<file path="config.mk">
export PLATFORM = sky130hd
export DESIGN_NAME = number_rom_arbiter
export DESIGN_NICKNAME = d
export VERILOG_FILES = /design/src/rtl/snake_pkg.sv /design/src/rtl/tag_delay_line.sv /design/src/rtl/number_rom_arbiter.sv
export SDC_FILE = /design/constraint.sdc
export NUM_CORES = 1
export LEC_CHECK = 0
export ABC_AREA = 0
export BUFFER_PORTS_ARGS = -buffer_cell sky130_fd_sc_hd__buf_2
export CORE_ASPECT_RATIO = 0.8
export CORE_MARGIN = 2
export CORE_UTILIZATION = 44
export CTS_BUF_LIST = sky130_fd_sc_hd__clkbuf_2
export DETAILED_ROUTE_END_ITERATION = 8
export PLACE_DENSITY = 0.86
export SYNTH_ARGS = -nofsm -noshare
export SYNTH_HDL_FRONTEND = slang
export SYNTH_HIERARCHICAL = 1
export SYNTH_SLANG_ARGS = --single-unit
export TNS_END_PERCENT = 20
</file>
<file path="constraint.sdc">
create_clock -name clock_25 -period 1.8 [get_ports clock_25]
set_clock_uncertainty 0.15 [all_clocks]
set_input_delay 0.18 -clock clock_25 [delete_from_list [all_inputs] [get_ports clock_25]]
set_output_delay 0.18 -clock clock_25 [all_outputs]
set_load 0.01 [all_outputs]
</file>
<file path="src/rtl/snake_pkg.sv">
// Shared types for the glyph-ROM arbiter: requester IDs, in-flight read tags
// and the default ROM address widths.
package snake_pkg;

  localparam int DEF_NUM_BITS   = 4;
  localparam int DEF_COUNT_BITS = 8;

  typedef enum logic {
    REQ_SCORE = 1'b0,
    REQ_TIME  = 1'b1
  } req_id_e;

  typedef struct packed {
    logic    valid;
    req_id_e owner;
  } tag_t;

  localparam tag_t TAG_EMPTY = '{valid: 1'b0, owner: REQ_SCORE};

  // Round-robin tie-break: the requester that did not win last time goes next.
  function automatic req_id_e rr_other(input req_id_e last_grant);
    return (last_grant == REQ_SCORE) ? REQ_TIME : REQ_SCORE;
  endfunction

endpackage

</file>
<file path="src/rtl/tag_delay_line.sv">
// Fixed-depth shift register of read tags; follows a shared ROM's pipeline so
// returned data can be routed back to whoever issued the read.
module tag_delay_line
  import snake_pkg::*;
#(
  parameter int DEPTH = 2
) (
  input  logic clk,
  input  logic rst_n,
  input  tag_t in_tag,
  output tag_t out_tag
);

  tag_t [DEPTH-1:0] stages;

  // NOTE: every stage is cleared on reset, unlike a data RAM: a stale valid bit
  // would surface as a phantom return. Non-blocking updates make the shift safe.
  always_ff @(posedge clk or negedge rst_n) begin
    if (!rst_n) begin
      stages <= '0;
    end else begin
      stages[0] <= in_tag;
      for (int i = 1; i < DEPTH; i++) begin
        stages[i] <= stages[i-1];
      end
    end
  end

  assign out_tag = stages[DEPTH-1];

endmodule

</file>
<file path="src/rtl/number_rom_arbiter.sv">
// Round-robin arbiter sharing the digit-glyph ROM between the score and time
// controllers, with a tag pipeline that routes each returned pixel to its owner.
module number_rom_arbiter
  import snake_pkg::*;
#(
  parameter int ROM_LATENCY   = 1,
  parameter int NUM_BITS      = DEF_NUM_BITS,
  parameter int COUNT_BITS    = DEF_COUNT_BITS,
  parameter int CONFLICT_BITS = 16
) (
  input  logic                     clock_25,
  input  logic                     reset,
  input  logic                     score_req,
  input  logic [NUM_BITS-1:0]      score_number,
  input  logic [COUNT_BITS-1:0]    score_count,
  input  logic                     time_req,
  input  logic [NUM_BITS-1:0]      time_number,
  input  logic [COUNT_BITS-1:0]    time_count,
  input  logic                     number_pixel,
  output logic [NUM_BITS-1:0]      selected_number,
  output logic [COUNT_BITS-1:0]    number_count,
  output logic                     score_gnt,
  output logic                     time_gnt,
  output logic                     score_pixel,
  output logic                     score_pixel_valid,
  output logic                     time_pixel,
  output logic                     time_pixel_valid,
  output logic [CONFLICT_BITS-1:0] conflict_count
);

  localparam int TAG_DEPTH = 1 + ROM_LATENCY;

  req_id_e                last_grant;
  logic                   grant_valid;
  req_id_e                grant_id;
  logic [NUM_BITS-1:0]    win_number;
  logic [COUNT_BITS-1:0]  win_count;
  tag_t                   issue_tag;
  tag_t                   tail_tag;

  // NOTE: every signal gets a default first so no path through this block
  // leaves a value unassigned, which would infer a latch.
  always_comb begin
    grant_valid = 1'b0;
    grant_id    = REQ_SCORE;
    if (score_req && time_req) begin
      grant_valid = 1'b1;
      grant_id    = rr_other(last_grant);
    end else if (score_req) begin
      grant_valid = 1'b1;
      grant_id    = REQ_SCORE;
    end else if (time_req) begin
      grant_valid = 1'b1;
      grant_id    = REQ_TIME;
    end
  end

  // Idle cycles drive 0/0 so an unused ROM address is always well defined.
  always_comb begin
    win_number = '0;
    win_count  = '0;
    if (grant_valid) begin
      if (grant_id == REQ_SCORE) begin
        win_number = score_number;
        win_count  = score_count;
      end else begin
        win_number = time_number;
        win_count  = time_count;
      end
    end
  end

  assign score_gnt = reset && grant_valid && (grant_id == REQ_SCORE);
  assign time_gnt  = reset && grant_valid && (grant_id == REQ_TIME);

  always_ff @(posedge clock_25 or negedge reset) begin
    if (!reset) begin
      selected_number <= '0;
      number_count    <= '0;
    end else begin
      selected_number <= win_number;
      number_count    <= win_count;
    end
  end

  // Reset to time so that score wins the first conflict after reset.
  always_ff @(posedge clock_25 or negedge reset) begin
    if (!reset) begin
      last_grant <= REQ_TIME;
    end else if (grant_valid) begin
      last_grant <= grant_id;
    end
  end

  always_ff @(posedge clock_25 or negedge reset) begin
    if (!reset) begin
      conflict_count <= '0;
    end else if (score_req && time_req && (conflict_count != '1)) begin
      conflict_count <= conflict_count + CONFLICT_BITS'(1);
    end
  end

  assign issue_tag = '{valid: grant_valid, owner: grant_id};

  tag_delay_line #(
    .DEPTH (TAG_DEPTH)
  ) u_tag_delay_line (
    .clk     (clock_25),
    .rst_n   (reset),
    .in_tag  (issue_tag),
    .out_tag (tail_tag)
  );

  // The tail tag lines up with the cycle in which number_pixel is valid.
  assign score_pixel_valid = tail_tag.valid && (tail_tag.owner == REQ_SCORE);
  assign time_pixel_valid  = tail_tag.valid && (tail_tag.owner == REQ_TIME);
  assign score_pixel       = score_pixel_valid && number_pixel;
  assign time_pixel        = time_pixel_valid && number_pixel;

endmodule
</file>
Word-level counts from Yosys, hierarchy flattened. Index checks and enable logic that the tools add are counted.

Flip-flop bits (word level): 33. Bits in latches: 0. RAM bits: 0. Memory bits (read-only): 0. Input port bits: 29. Output and inout bits: 34. Logic and storage cells: 31. Memories: 0.

Add/subtract/negate cells: 1. Multipliers: 0. Div/mod/pow operators: 0. $lt $le $gt $ge: 0. Equality and inequality tests: 1. Shift operators: 0. Multiplexer cells: 10. Bitwise operators: 2. Reduce and logical (&&, ||, !) cells: 9.

Operators by type and width (count): 16-bit by 1-bit adder with 16-bit output (second input constant) (1); 8-bit 2-to-1 mux (2); 16-bit != test (second input constant) (1); 1-bit logical AND (9); 4-bit 2-to-1 mux (2); 1-bit 2-to-1 mux (6); 1-bit inverter (2).

Longest topological paths before layout.
Depth in word-level cells: 5. Gate-level depth with buffers: 6. Mapped depth without buffers: 5.

Cells and area by module. Netlist, hierarchy kept.

By module, submodules not included: number_rom_arbiter (instances 1, cells each 141, area an instance 1385.1 sq um); tag_delay_line (instances 1, cells each 6, area an instance 115.1 sq um).

Least setup slack after synthesis. OpenSTA, ideal clock, no wires.

Path kind: register -> register. Start: reg conflict_count[0]. End: reg conflict_count[1]. Setup time: 0.128 ns. Data arrival time: 1.667 ns. Setup slack: -0.144 ns. Cell stages (with the launch flop): 6. Buffers on the path: 0. Period minus slack after synthesis: 1.944 ns. Cells stage by stage: dfrtp_1 ha_1 nand2_1 nor3_2 a21oi_1 mux2_1.

Word-level cells in the longest chain between the ends: 2. Elaborated cells between the ends (all ways): 3. Those cells by class: add/sub: 1; eq/ne: 1; reduce/logical: 1.

Ends and longest elaborated chain: start, declared (line number_rom_arbiter.sv:28) `output logic [CONFLICT_BITS-1:0] conflict_count`; start signal, assigned (line number_rom_arbiter.sv:99) `conflict_count <= conflict_count + CONFLICT_BITS'(1);`; parallel branches: the longest is 2 deep, another holds 16-bit by 1-bit adder with 16-bit output.

Parallel ways; which one is timed is not known. A chain may end at the register's enable or synchronous reset.

Worst setup path after layout.
Start: reg last_grant. End: reg number_count[1].

Word-level cells in the longest chain between the ends: 4.

Ends and longest elaborated chain: start, declared (line number_rom_arbiter.sv:33) `req_id_e last_grant;`; start signal, assigned (line number_rom_arbiter.sv:91) `last_grant <= grant_id;`; 1-bit 2-to-1 mux (line snake_pkg.sv:22) `return (last_grant == REQ_SCORE) ? REQ_TIME : REQ_SCORE;`; 1-bit 2-to-1 mux (line number_rom_arbiter.sv:46) `if (score_req && time_req) begin`; 8-bit 2-to-1 mux (line number_rom_arbiter.sv:63) `if (grant_id == REQ_SCORE) begin`; 8-bit 2-to-1 mux (line number_rom_arbiter.sv:62) `if (grant_valid) begin`; via win_count[1] (line number_rom_arbiter.sv:37) `logic [COUNT_BITS-1:0] win_count;`; end signal, assigned (line number_rom_arbiter.sv:82) `number_count <= win_count;`; end, declared (line number_rom_arbiter.sv:21) `output logic [COUNT_BITS-1:0] number_count,`.

The timed path passes the listed nets, and every way through them passes these cells.

==> flow_summary.yaml <==
outcome:
  status: "complete, no violations"
yosys:
  synth_edf_count: 0
  synthFlopType: "dfrtp_1"
  yosysSeqAreaShare_pct: 55.1
  yosys-top-cells-area: "dfrtp_1 (53%), nand2_1 (7.8%), xor2_1 (6.4%)"
  async_flop_share_pct: 100
  yosysTopAreaCellShare_pct: 53.4
  synth_cells: 147
  synth_area_um2: 1500
  synth_seq_cells: 33
  synth_nets: 177
  synth.distinct_cells: 29
  synth_area_per_cell_um2: 10.2
  yosys_warnings: 6
  yosys.area.top_type: "dfrtp_1"
clock_network:
  insertion_delay_ps: 410
  clk_path_buf_depth: 2
  cts.root.buffer_cell: "clkbuf_2"
  path_clk_slew_ps: 200
  cts_made_buffers: 5
  tritoncts: "done"
  clock-sinks: 33
  cts_htree_levels: 2
worst_setup_path:
  crit_fanout: 7
  r2r_cells: 4
  startpoint_type: "register"
  critPathKind: "register to register"
  worstPathCellList: "a21boi_4, clkbuf_4, o21ai_1, dlygate4sd3_1"
  worstPathRequired_ps: 2020
  critPathSlowestCell: "dfstp_2"
  cpPeakStageDelay_ps: 600
  cp-end-kind: "register"
  worstPathArrival_ps: 1980
timing:
  rsz0062_at_grt: "true"
  finalSetupViolCount: 0
  finalCritPeriodShare_pct: 98.0
  slew_headroom_pct: 78.7
  slew_violations: 0
  fmax_mhz: 567
  final_hold_viol_count: 0
  post-route-min-period_ps: 1760
  worst-slew-pin-transition_ps: 318
grt:
  grt_overflow: 0
  grtUsageTotal_pct: 24.8
  grt_max_degree: 23
  antenna_found_initial: 0
  grt_pass1_wl_um: 7250
  grt_pass1_vias: 1540
pwr:
  leakage_nw: 1.21
  power.total_mw: 1.96
  vdd_drop_max_v: 0.000653
  power.density_nw_per_um2: 837
die:
  start_util_pct: 47.2
  core_area_um2: 3180
  die_area_um2: 3900
  fp.dieH_um: 56.2
  die_w_um: 69.3
  io_pins: 63
  row_count: 18
drt:
  drt-initial-drc-count: 75
  drt-vias-per-instance: 5.36
  vias: 1608
  detail-route-antenna-nets: 0
  first_pass_iters: 4
  routed_wl_um: 4790
  drc_errors: 0
  wire_per_inst_um: 16.0
cells_and_area:
  layout-drive-gt1-share_pct: 40.4
  mostFrequentLayoutCell: "buf_2"
  antenna_cells: 0
  final_area_um2: 2340
  area_growth_pct: 56.1
  nNetsFinal: 289
  final_cell_mix: "buf_2 (62), dfrtp_1 (32), nand2_1 (30)"
place:
  place_congestion: 0.842
  placed_area_um2: 1980
  io_buffers: 62
  place_hpwl_um: 2680
run:
  max_cap_violations: 0
hold_path:
  min_path_type: "primary input to asynchronous set/reset pin"
synth_stat cells, types with 2 or more instances:
master    count
nor2_1        6
nor3_1        5
o21ai_1      14
nand2_1      31
xor2_1       11
nand3_1       3
nor4_2        4
o211ai_1      2
dfrtp_1      32
or3_1         2
a21oi_1       3
nand4_1       6
and3_1        4
xnor2_1       4
buf_4         3
clkbuf_1      3
and2_1        2
repair_timing:
action                                  CTS  global route
endpoints found under the setup margin    1            17
cloned                                    0             1
setup buffers                             1             1
hold buffers                             27             0
pin swaps                                 0             5
resized for setup                         0             8
hold endpoints to repair                 47             0
flip-flops by register name, indices dropped and copies added, names as in the netlist:
register and cells:
u_tag_delay_line/out_tag 2, last_grant 1, u_tag_delay_line/stages 2, selected_number 4, conflict_count 16, number_count 8
power breakdown:
part	total (mW)	internal, mW	switching [mW]
Combinational	0.659	0.326	0.334
Clock	0.375	0.106	0.269
Sequential	0.927	0.853	0.0743
Total	1.96	1.28	0.677
per-stage QoR:
step           TNS, ps  cells  utilization, %  hold WS [ps]  setup slack (ps)
6_report             0    300            73.8          50.8              35.9
5_1_grt          -70.8    300            73.8          28.5             -27.1
4_1_cts              0    298            72.4          29.3              15.9
3_5_place_dp         0    262            62.4         -74.3              64.9
3_3_place_gp         0    262            62.4         -75.6               129
2_1_floorplan        0    147               -          -266              46.4
routing by layer:
| metal | global-route usage [%] | part of all wire, % | up-vias |
|---|---|---|---|
| li1 | - | - | 728 |
| met1 | 28.5 | 41 | 791 |
| met2 | 39.7 | 49 | 70 |
| met3 | 8.88 | 6.0 | 19 |
| met4 | 15.1 | 4.4 | 0 |
| met5 | 0 | 0 | - |
worst paths after layout:
| check | startpoint | to | slack, ps |
|---|---|---|---|
| worst max-delay path | last_grant | number_count[1] | 40 |
| worst min-delay path | reset | number_count[7] | 50 |
| worst max register to register | last_grant | number_count[1] | 40 |
| worst min register to register | u_tag_delay_line/stages[0] | u_tag_delay_line/out_tag[0] | 250 |
| max in group asynchronous | reset | conflict_count[2] | 800 |
| min in group clock_25 | score_req | selected_number[0] | 90 |
cell type report:
cell class	instances	area [um2]
clock buffers	7	35.0
clock inverters	1	5.00
fillers	207	833
inverters	1	3.75
multi-input cells	106	661
flip-flops and latches	33	827
well taps	40	50.0
repair buffers	112	761
critical path, delay by kind of cell (launching register included):
kind | cells | cell delay [ps]
buffers and inverters | 2 | 750
DFF | 1 | 600
AOI/OAI and AO/OA | 2 | 220
cells by family (layout without fill, tap and decap cells):
kind of cell | Yosys count | in the layout | synth area share (%)
AO/OA/AOI/OAI | 21 | 21 | 7.67
multiplexers | 1 | 1 | 0.751
XOR/XNOR | 15 | 15 | 8.76
AND/OR/NAND/NOR | 68 | 68 | 24.0
flip-flops | 33 | 33 | 55.1
buffers and inverters | 8 | 121 | 2.83
adder cells (fa/ha/maj) | 1 | 1 | 0.834
No activity file was read; power rests on OpenSTA's default activity.
